==> src/rtl/mouse_pkg.sv <==
// Shared definitions for the PS/2 mouse packet master: state codes,
// PS/2 command/response bytes and the movement overflow clamp.
package mouse_pkg;

   typedef enum logic [3:0] {
      ST_INIT             = 4'd0,
      ST_SEND_RESET       = 4'd1,
      ST_WAIT_SENT_RESET  = 4'd2,
      ST_WAIT_ACK_RESET   = 4'd3,
      ST_WAIT_SELFTEST    = 4'd4,
      ST_WAIT_ID          = 4'd5,
      ST_SEND_ENABLE      = 4'd6,
      ST_WAIT_SENT_ENABLE = 4'd7,
      ST_WAIT_ACK_ENABLE  = 4'd8,
      ST_WAIT_BYTE1       = 4'd9,
      ST_WAIT_BYTE2       = 4'd10,
      ST_WAIT_BYTE3       = 4'd11,
      ST_INTERRUPT        = 4'd12
   } state_e;

   localparam logic [7:0] CMD_RESET     = 8'hFF;
   localparam logic [7:0] CMD_ENABLE    = 8'hF4;
   localparam logic [7:0] RESP_ACK      = 8'hFA;
   localparam logic [7:0] RESP_SELFTEST = 8'hAA;
   localparam logic [7:0] RESP_ID       = 8'h00;

   // An overflowed axis saturates to the extreme of its sign.
   function automatic logic [7:0] clamp_delta(input logic ovf, input logic sign,
                                              input logic [7:0] raw);
      return ovf ? (sign ? 8'h80 : 8'h7F) : raw;
   endfunction

   function automatic logic is_read_state(input state_e s);
      return s inside {ST_WAIT_ACK_RESET, ST_WAIT_SELFTEST, ST_WAIT_ID,
                       ST_WAIT_ACK_ENABLE, ST_WAIT_BYTE1, ST_WAIT_BYTE2,
                       ST_WAIT_BYTE3};
   endfunction

   // WAIT_BYTE1 is deliberately absent: an idle mouse never times out.
   function automatic logic is_timed_state(input state_e s);
      return s inside {ST_WAIT_SENT_RESET, ST_WAIT_ACK_RESET, ST_WAIT_SELFTEST,
                       ST_WAIT_ID, ST_WAIT_SENT_ENABLE, ST_WAIT_ACK_ENABLE,
                       ST_WAIT_BYTE2, ST_WAIT_BYTE3};
   endfunction

endpackage

==> src/rtl/mouse_timeout_counter.sv <==
// Loadable saturating down-counter; done once it has been loaded and has
// counted down to zero. An unloaded counter (after reset) loads itself.
module mouse_timeout_counter #(
   parameter int WIDTH = 23
) (
   input  logic             clk,
   input  logic             rst_n,
   input  logic             load_i,
   input  logic [WIDTH-1:0] value_i,
   input  logic             en_i,
   output logic             done_o
);

   logic [WIDTH-1:0] count_q, count_d;
   logic             armed_q, armed_d;

   always_comb begin
      count_d = count_q;
      armed_d = armed_q;
      if (load_i || !armed_q) begin
         count_d = value_i;
         armed_d = 1'b1;
      end else if (en_i && (count_q != '0)) begin
         count_d = count_q - WIDTH'(1);
      end
   end

   always_ff @(posedge clk or negedge rst_n) begin
      if (!rst_n) begin
         count_q <= '0;
         armed_q <= 1'b0;
      end else begin
         count_q <= count_d;
         armed_q <= armed_d;
      end
   end

   assign done_o = armed_q && (count_q == '0);

endmodule

==> src/rtl/mouse_packet_master.sv <==
// PS/2 mouse bring-up sequencer and 3-byte movement packet assembler,
// pulsing SEND_INTERRUPT once per complete, clean packet.
module mouse_packet_master
   import mouse_pkg::*;
#(
   parameter int unsigned POWERUP_CYCLES = 5_000_000,
   parameter int unsigned TIMEOUT_CYCLES = 5_000_000
) (
   input  logic       CLK,
   input  logic       RESET,
   output logic       SEND_BYTE,
   output logic [7:0] BYTE_TO_SEND,
   input  logic       BYTE_SENT,
   output logic       READ_ENABLE,
   input  logic [7:0] BYTE_READ,
   input  logic [1:0] BYTE_ERROR_CODE,
   input  logic       BYTE_READY,
   output logic [7:0] MOUSE_STATUS,
   output logic [7:0] MOUSE_DX,
   output logic [7:0] MOUSE_DY,
   output logic       SEND_INTERRUPT,
   output logic [3:0] MASTER_STATE_CODE
);

   localparam int unsigned MAX_CYCLES =
      (POWERUP_CYCLES > TIMEOUT_CYCLES) ? POWERUP_CYCLES : TIMEOUT_CYCLES;
   localparam int CW = $clog2(MAX_CYCLES + 1);

   state_e     state_q, state_d;
   logic [7:0] b1_q, b1_d, b2_q, b2_d, b3_q, b3_d;
   logic [7:0] status_q, status_d, dx_q, dx_d, dy_q, dy_d;
   logic       int_q, int_d, send_q, send_d;
   logic [7:0] cmd_q, cmd_d;

   logic rx_valid, rx_clean, pwr_done, tmo_done, tmo;

   assign READ_ENABLE = is_read_state(state_q);
   assign rx_valid    = BYTE_READY && READ_ENABLE;
   assign rx_clean    = (BYTE_ERROR_CODE == 2'd0);
   assign tmo         = tmo_done && is_timed_state(state_q);

   // Held loaded outside INIT so every return to INIT restarts the full wait.
   mouse_timeout_counter #(.WIDTH(CW)) u_powerup (
      .clk     (CLK),
      .rst_n   (RESET),
      .load_i  (state_q != ST_INIT),
      .value_i (CW'(POWERUP_CYCLES)),
      .en_i    (1'b1),
      .done_o  (pwr_done)
   );

   mouse_timeout_counter #(.WIDTH(CW)) u_timeout (
      .clk     (CLK),
      .rst_n   (RESET),
      .load_i  ((state_d != state_q) || BYTE_READY || !is_timed_state(state_q)),
      .value_i (CW'(TIMEOUT_CYCLES)),
      .en_i    (1'b1),
      .done_o  (tmo_done)
   );

   always_comb begin
      state_d = state_q;
      case (state_q)
         ST_INIT:            if (pwr_done) state_d = ST_SEND_RESET;
         ST_SEND_RESET:      state_d = ST_WAIT_SENT_RESET;
         ST_WAIT_SENT_RESET: begin
            if (BYTE_SENT) state_d = ST_WAIT_ACK_RESET;
            else if (tmo)  state_d = ST_INIT;
         end
         ST_WAIT_ACK_RESET: begin
            if (rx_valid)
               state_d = (rx_clean && BYTE_READ == RESP_ACK) ? ST_WAIT_SELFTEST : ST_INIT;
            else if (tmo) state_d = ST_INIT;
         end
         ST_WAIT_SELFTEST: begin
            if (rx_valid)
               state_d = (rx_clean && BYTE_READ == RESP_SELFTEST) ? ST_WAIT_ID : ST_INIT;
            else if (tmo) state_d = ST_INIT;
         end
         ST_WAIT_ID: begin
            if (rx_valid)
               state_d = (rx_clean && BYTE_READ == RESP_ID) ? ST_SEND_ENABLE : ST_INIT;
            else if (tmo) state_d = ST_INIT;
         end
         ST_SEND_ENABLE:     state_d = ST_WAIT_SENT_ENABLE;
         ST_WAIT_SENT_ENABLE: begin
            if (BYTE_SENT) state_d = ST_WAIT_ACK_ENABLE;
            else if (tmo)  state_d = ST_INIT;
         end
         ST_WAIT_ACK_ENABLE: begin
            if (rx_valid)
               state_d = (rx_clean && BYTE_READ == RESP_ACK) ? ST_WAIT_BYTE1 : ST_INIT;
            else if (tmo) state_d = ST_INIT;
         end
         ST_WAIT_BYTE1: begin
            if (rx_valid && rx_clean && BYTE_READ[3]) state_d = ST_WAIT_BYTE2;
         end
         ST_WAIT_BYTE2: begin
            if (rx_valid)  state_d = rx_clean ? ST_WAIT_BYTE3 : ST_WAIT_BYTE1;
            else if (tmo)  state_d = ST_WAIT_BYTE1;
         end
         ST_WAIT_BYTE3: begin
            if (rx_valid)  state_d = rx_clean ? ST_INTERRUPT : ST_WAIT_BYTE1;
            else if (tmo)  state_d = ST_WAIT_BYTE1;
         end
         ST_INTERRUPT:       state_d = ST_WAIT_BYTE1;
         default:            state_d = ST_INIT;
      endcase
   end

   always_comb begin
      b1_d     = b1_q;
      b2_d     = b2_q;
      b3_d     = b3_q;
      status_d = status_q;
      dx_d     = dx_q;
      dy_d     = dy_q;
      cmd_d    = cmd_q;
      int_d    = (state_q == ST_INTERRUPT);
      send_d   = (state_q == ST_SEND_RESET) || (state_q == ST_SEND_ENABLE);
      if (state_q == ST_SEND_RESET)  cmd_d = CMD_RESET;
      if (state_q == ST_SEND_ENABLE) cmd_d = CMD_ENABLE;
      if (rx_valid && rx_clean) begin
         if (state_q == ST_WAIT_BYTE1 && BYTE_READ[3]) b1_d = BYTE_READ;
         if (state_q == ST_WAIT_BYTE2)                 b2_d = BYTE_READ;
         if (state_q == ST_WAIT_BYTE3)                 b3_d = BYTE_READ;
      end
      // All three outputs commit together with the interrupt pulse.
      if (state_q == ST_INTERRUPT) begin
         status_d = b1_q;
         dx_d     = clamp_delta(b1_q[6], b1_q[4], b2_q);
         dy_d     = clamp_delta(b1_q[7], b1_q[5], b3_q);
      end
   end

   always_ff @(posedge CLK or negedge RESET) begin
      if (!RESET) begin
         state_q  <= ST_INIT;
         b1_q     <= 8'h00;
         b2_q     <= 8'h00;
         b3_q     <= 8'h00;
         status_q <= 8'h00;
         dx_q     <= 8'h00;
         dy_q     <= 8'h00;
         cmd_q    <= 8'h00;
         int_q    <= 1'b0;
         send_q   <= 1'b0;
      end else begin
         state_q  <= state_d;
         b1_q     <= b1_d;
         b2_q     <= b2_d;
         b3_q     <= b3_d;
         status_q <= status_d;
         dx_q     <= dx_d;
         dy_q     <= dy_d;
         cmd_q    <= cmd_d;
         int_q    <= int_d;
         send_q   <= send_d;
      end
   end

   assign SEND_BYTE         = send_q;
   assign BYTE_TO_SEND      = cmd_q;
   assign MOUSE_STATUS      = status_q;
   assign MOUSE_DX          = dx_q;
   assign MOUSE_DY          = dy_q;
   assign SEND_INTERRUPT    = int_q;
   assign MASTER_STATE_CODE = state_q;

endmodule

==> config.mk <==
export PLATFORM = sky130hd
export DESIGN_NAME = mouse_packet_master
export DESIGN_NICKNAME = d
export VERILOG_FILES = /design/src/rtl/mouse_pkg.sv /design/src/rtl/mouse_timeout_counter.sv /design/src/rtl/mouse_packet_master.sv
export SDC_FILE = /design/constraint.sdc
export NUM_CORES = 1
export LEC_CHECK = 0
export BUFFER_PORTS_ARGS = -buffer_cell sky130_fd_sc_hd__buf_2
export CAP_MARGIN = 10
export CORE_MARGIN = 2
export CORE_UTILIZATION = 55
export CTS_BUF_LIST = sky130_fd_sc_hd__clkbuf_4
export DETAILED_ROUTE_END_ITERATION = 8
export PLACE_DENSITY = 0.81
export SETUP_SLACK_MARGIN = 0.2
export SYNTH_ARGS = -nofsm -noshare
export SYNTH_HDL_FRONTEND = slang
export SYNTH_SLANG_ARGS = --single-unit
==> constraint.sdc <==
create_clock -name CLK -period 2.21 [get_ports CLK]
set_input_delay 0.221 -clock CLK [delete_from_list [all_inputs] [get_ports CLK]]
set_output_delay 0.221 -clock CLK [all_outputs]
set_load 0.05 [all_outputs]
==> flow_metrics.env <==
export IMPL_outcome="complete, but fails checks"
export IMPL_violations="negative setup slack"
export IMPL_slowest_delay_ps=520
export IMPL_irDropWorstVdd_v=0.000355
export IMPL_final_area_um2=7260
export IMPL_core_area_um2=9280
export IMPL_yosysWarnings=0
export IMPL_syn_cell_area_um2=5290
export IMPL_min_period_over_period=1.17
export IMPL_p_leak_uw=0.00331
export IMPL_drt_initial_drc_count=364
export IMPL_drv_cap=0
export IMPL_placed_area_um2=6340
export IMPL_synth_flop_cell="dfrtp_1"
export IMPL_cts_made_buffers=9
export IMPL_critPathSlowestCell="dfrtp_2"
export IMPL_maxSlewHeadroom=0.537
export IMPL_htreeDepth=3
export IMPL_rsz0062_at_grt="true"
export IMPL_clock_sinks=104
export IMPL_syn_inst=516
export IMPL_hold_violations=0
export IMPL_grt_busiest_layer="met2"
export IMPL_insertion_delay_ps=500
export IMPL_io_buffers=52
export IMPL_crit_type="reg -> reg"
export IMPL_track_usage=0.277
export IMPL_clockBufferDepth=2
export IMPL_place_inst=755
export IMPL_cts_tree="done"
export IMPL_overflow=0
export IMPL_p_per_area_nw_per_um2=467
export IMPL_swShare=0.303
export IMPL_initial_core_util=0.570
export IMPL_p_switching_uw=1030
export IMPL_cp_arrival_ps=2980
export IMPL_ys_seq_elements=104
export IMPL_fmax_ghz=0.388
export IMPL_startpoint_type="flop"
export IMPL_use_met3=0.0513
export IMPL_io_pins=53
export IMPL_crit_required_ps=2610
export IMPL_critPathCaptureType="flop"
export IMPL_layout_common_cells="dfrtp_1 (100), buf_4 (99), nor2_1 (64), buf_2 (50), a21oi_1 (32)"
export IMPL_postRouteAntennaNets=0
export IMPL_hold_class="in -> reg"
export IMPL_synth_area_leaders="dfrtp_1 (49%), mux2_2 (6.2%), nor2_1 (5.0%), xnor2_1 (4.3%), a21oi_1 (3.7%)"
export IMPL_diodes=0
export IMPL_die_w_um=102
export IMPL_fillCellCount=484
export IMPL_vias=4965
export IMPL_final_nets=690
export IMPL_fin_crit_ps=2580
export IMPL_wl_per_cell_um=20.4
export IMPL_tightestPinTransition_ps=694
export IMPL_regArea_um2=2610
export IMPL_ys_seq_area_frac=0.492
export IMPL_p_int_uw=2360
export IMPL_routed_wl_um=16400
export IMPL_antenna_found_initial=0
export IMPL_path_cells="nor2b_1, o21ai_0, nor3b_1, nand3_1, o31a_4, buf_6, nor3_2"
export IMPL_yosys_area_top_type_share=0.492
export IMPL_comb_power_share=0.107
export IMPL_dieArea_um2=10400
export IMPL_synthArstFlopShare=1.00
export IMPL_viasPerCell=6.16
export IMPL_drt_first_pass_iters=7
export IMPL_use_met2=0.473
export IMPL_clkTransAtPathRegs_ps=200
export IMPL_grt_pass1_wl_um=22500
export IMPL_synth_edff_count=0
export IMPL_routabilityCongestion=0.968
export IMPL_synth_cell_types=73
export IMPL_drive_gt1_frac=0.467
export IMPL_detailedPlacementHpwl_um=9110
export IMPL_drv_slew=0
export IMPL_final_setup_worst_slack_ps=-366
export IMPL_fin_cells=806
export IMPL_layout_area_overhead_vs_synth_pct=37.3
export IMPL_multi_input_area_um2=2970
export IMPL_dp_slack_ps=-297
export IMPL_grt_pass1_vias=4760
export IMPL_syn_area_per_cell_um2=10.2
export IMPL_grt_start_max_net_pins=54
export IMPL_critPathMaxFanout=6
export IMPL_die_y_um=102
export IMPL_clkPwrFrac=0.310
export IMPL_met1_usage=0.343
export IMPL_finalClockSkew_ps=23.2
export IMPL_p_seq_frac=0.583
export IMPL_row_count=35
export IMPL_final_setup_viol_count=39
export IMPL_synth_area_leader_cell="dfrtp_1"
export IMPL_cts_root_buf="clkbuf_4"
export IMPL_layout_commonest_cell="dfrtp_1"
export IMPL_drc=0
[power groups by stage]
stage	logic (uW)	clock network (uW)	registers (uW)
global route	393	1130	1980
global placement	258	0	1990
finish	363	1050	1980
floorplan	132	0	1990
detailed placement	272	0	2000
CTS	307	1030	1960
[worst paths after layout]
kind / startpoint / end / slack (ps) / cells after the start
max: MASTER_STATE_CODE[1]$_DFF_PN0_ / u_timeout.count_q[4]$_DFFE_PN0P_ / -370 / 7
min: BYTE_READ[7] / b3_q[7]$_DFFE_PN0P_ / 90 / 3
max reg2reg: MASTER_STATE_CODE[1]$_DFF_PN0_ / u_timeout.count_q[4]$_DFFE_PN0P_ / -370 / 7
min reg2reg: b1_q[3]$_DFFE_PN0P_ / b1_q[3]$_DFFE_PN0P_ / 490 / 1
max in group asynchronous: RESET / b1_q[1]$_DFFE_PN0P_ / 1240 / 3
min in group asynchronous: RESET / BYTE_TO_SEND[3]$_DFFE_PN0P_ / 280 / 2
[kinds of logic after synthesis]
| logic type | after synthesis | synth area share |
|---|---|---|
| muxes | 31 | 0.0655 |
| DFF | 104 | 0.492 |
| AOI/OAI and AO/OA | 87 | 0.106 |
| and+or+nand+nor | 212 | 0.225 |
| xor gates and xnor gates | 39 | 0.0646 |
| buffers and inverters | 38 | 0.0364 |
| adders and majority gates | 4 | 0.00947 |
| other | 1 | 0.000709 |
[synthesized netlist by cell type, types with 6 or more instances]
| cell type | number |
|---|---|
| mux2_2 | 29 |
| nor3_2 | 6 |
| o21ai_0 | 13 |
| or3_1 | 6 |
| nand3b_1 | 8 |
| dfrtp_1 | 104 |
| clkbuf_1 | 13 |
| buf_4 | 8 |
| nor3_1 | 17 |
| nand3_1 | 9 |
| xnor2_1 | 26 |
| a21oi_1 | 39 |
| nand2b_1 | 8 |
| nor4_1 | 13 |
| xor2_1 | 13 |
| inv_1 | 8 |
| nor2_1 | 71 |
| or2_2 | 8 |
| nand4_1 | 6 |
| nand2_1 | 28 |
[flip-flops by register name, summed over array words and instances (netlist names), 2 cells and up]
signal / cells
BYTE_TO_SEND: 2
MASTER_STATE_CODE: 4
MOUSE_DX: 8
MOUSE_DY: 8
MOUSE_STATUS: 8
b1_q: 8
b2_q: 8
b3_q: 8
u_powerup.count_q: 23
u_timeout.count_q: 23
[layer usage]
metal | vias to the layer above | wire [um]
met1 | 2433 | 6330
met2 | 300 | 8130
met4 | 0 | 818
met3 | 92 | 1140
met5 | - | 0
li1 | 2140 | -
[cell type report]
cell class              instances  area share
clock buffers                   9     0.00931
flip-flops and latches        104       0.359
inverters                      10     0.00517
repair buffers                172       0.185
clock inverters                 7      0.0105
multi-input cells             375       0.409
well taps                     129      0.0222
[stage by stage]
step | power [uW] | setup TNS, ps | hold slack [ps] | utilization
3_3_place_gp | 2250 | -4430 | 293 | 0.683
4_1_cts | 3300 | -3430 | 83.1 | 0.734
6_report | 3390 | -8080 | 92.6 | 0.782
5_1_grt | 3500 | -11810 | 78.8 | 0.782
2_1_floorplan | 2120 | -2790 | -74.6 | -
3_5_place_dp | 2270 | -8280 | 302 | 0.683
[worst max-delay path: cells and delay by family, from the launching register on]
| kind | cells | cell delay, ps |
|---|---|---|
| AND/OR/NAND/NOR | 4 | 1120 |
| buffers and inverters | 1 | 150 |
| AO/OA/AOI/OAI | 2 | 710 |
| flip-flops | 1 | 520 |
[what timing repair did]
| item | in CTS | in global routing |
|---|---|---|
| endpoints found under the hold margin | 51 | 0 |
| resized for setup | 38 | 64 |
| hold buffers | 1 | 0 |
| cloned | 0 | 3 |
| endpoints found under the setup margin | 52 | 74 |
| buffers inserted | 18 | 13 |
| pin swaps | 10 | 26 |
No activity file was read; power rests on OpenSTA's default activity.
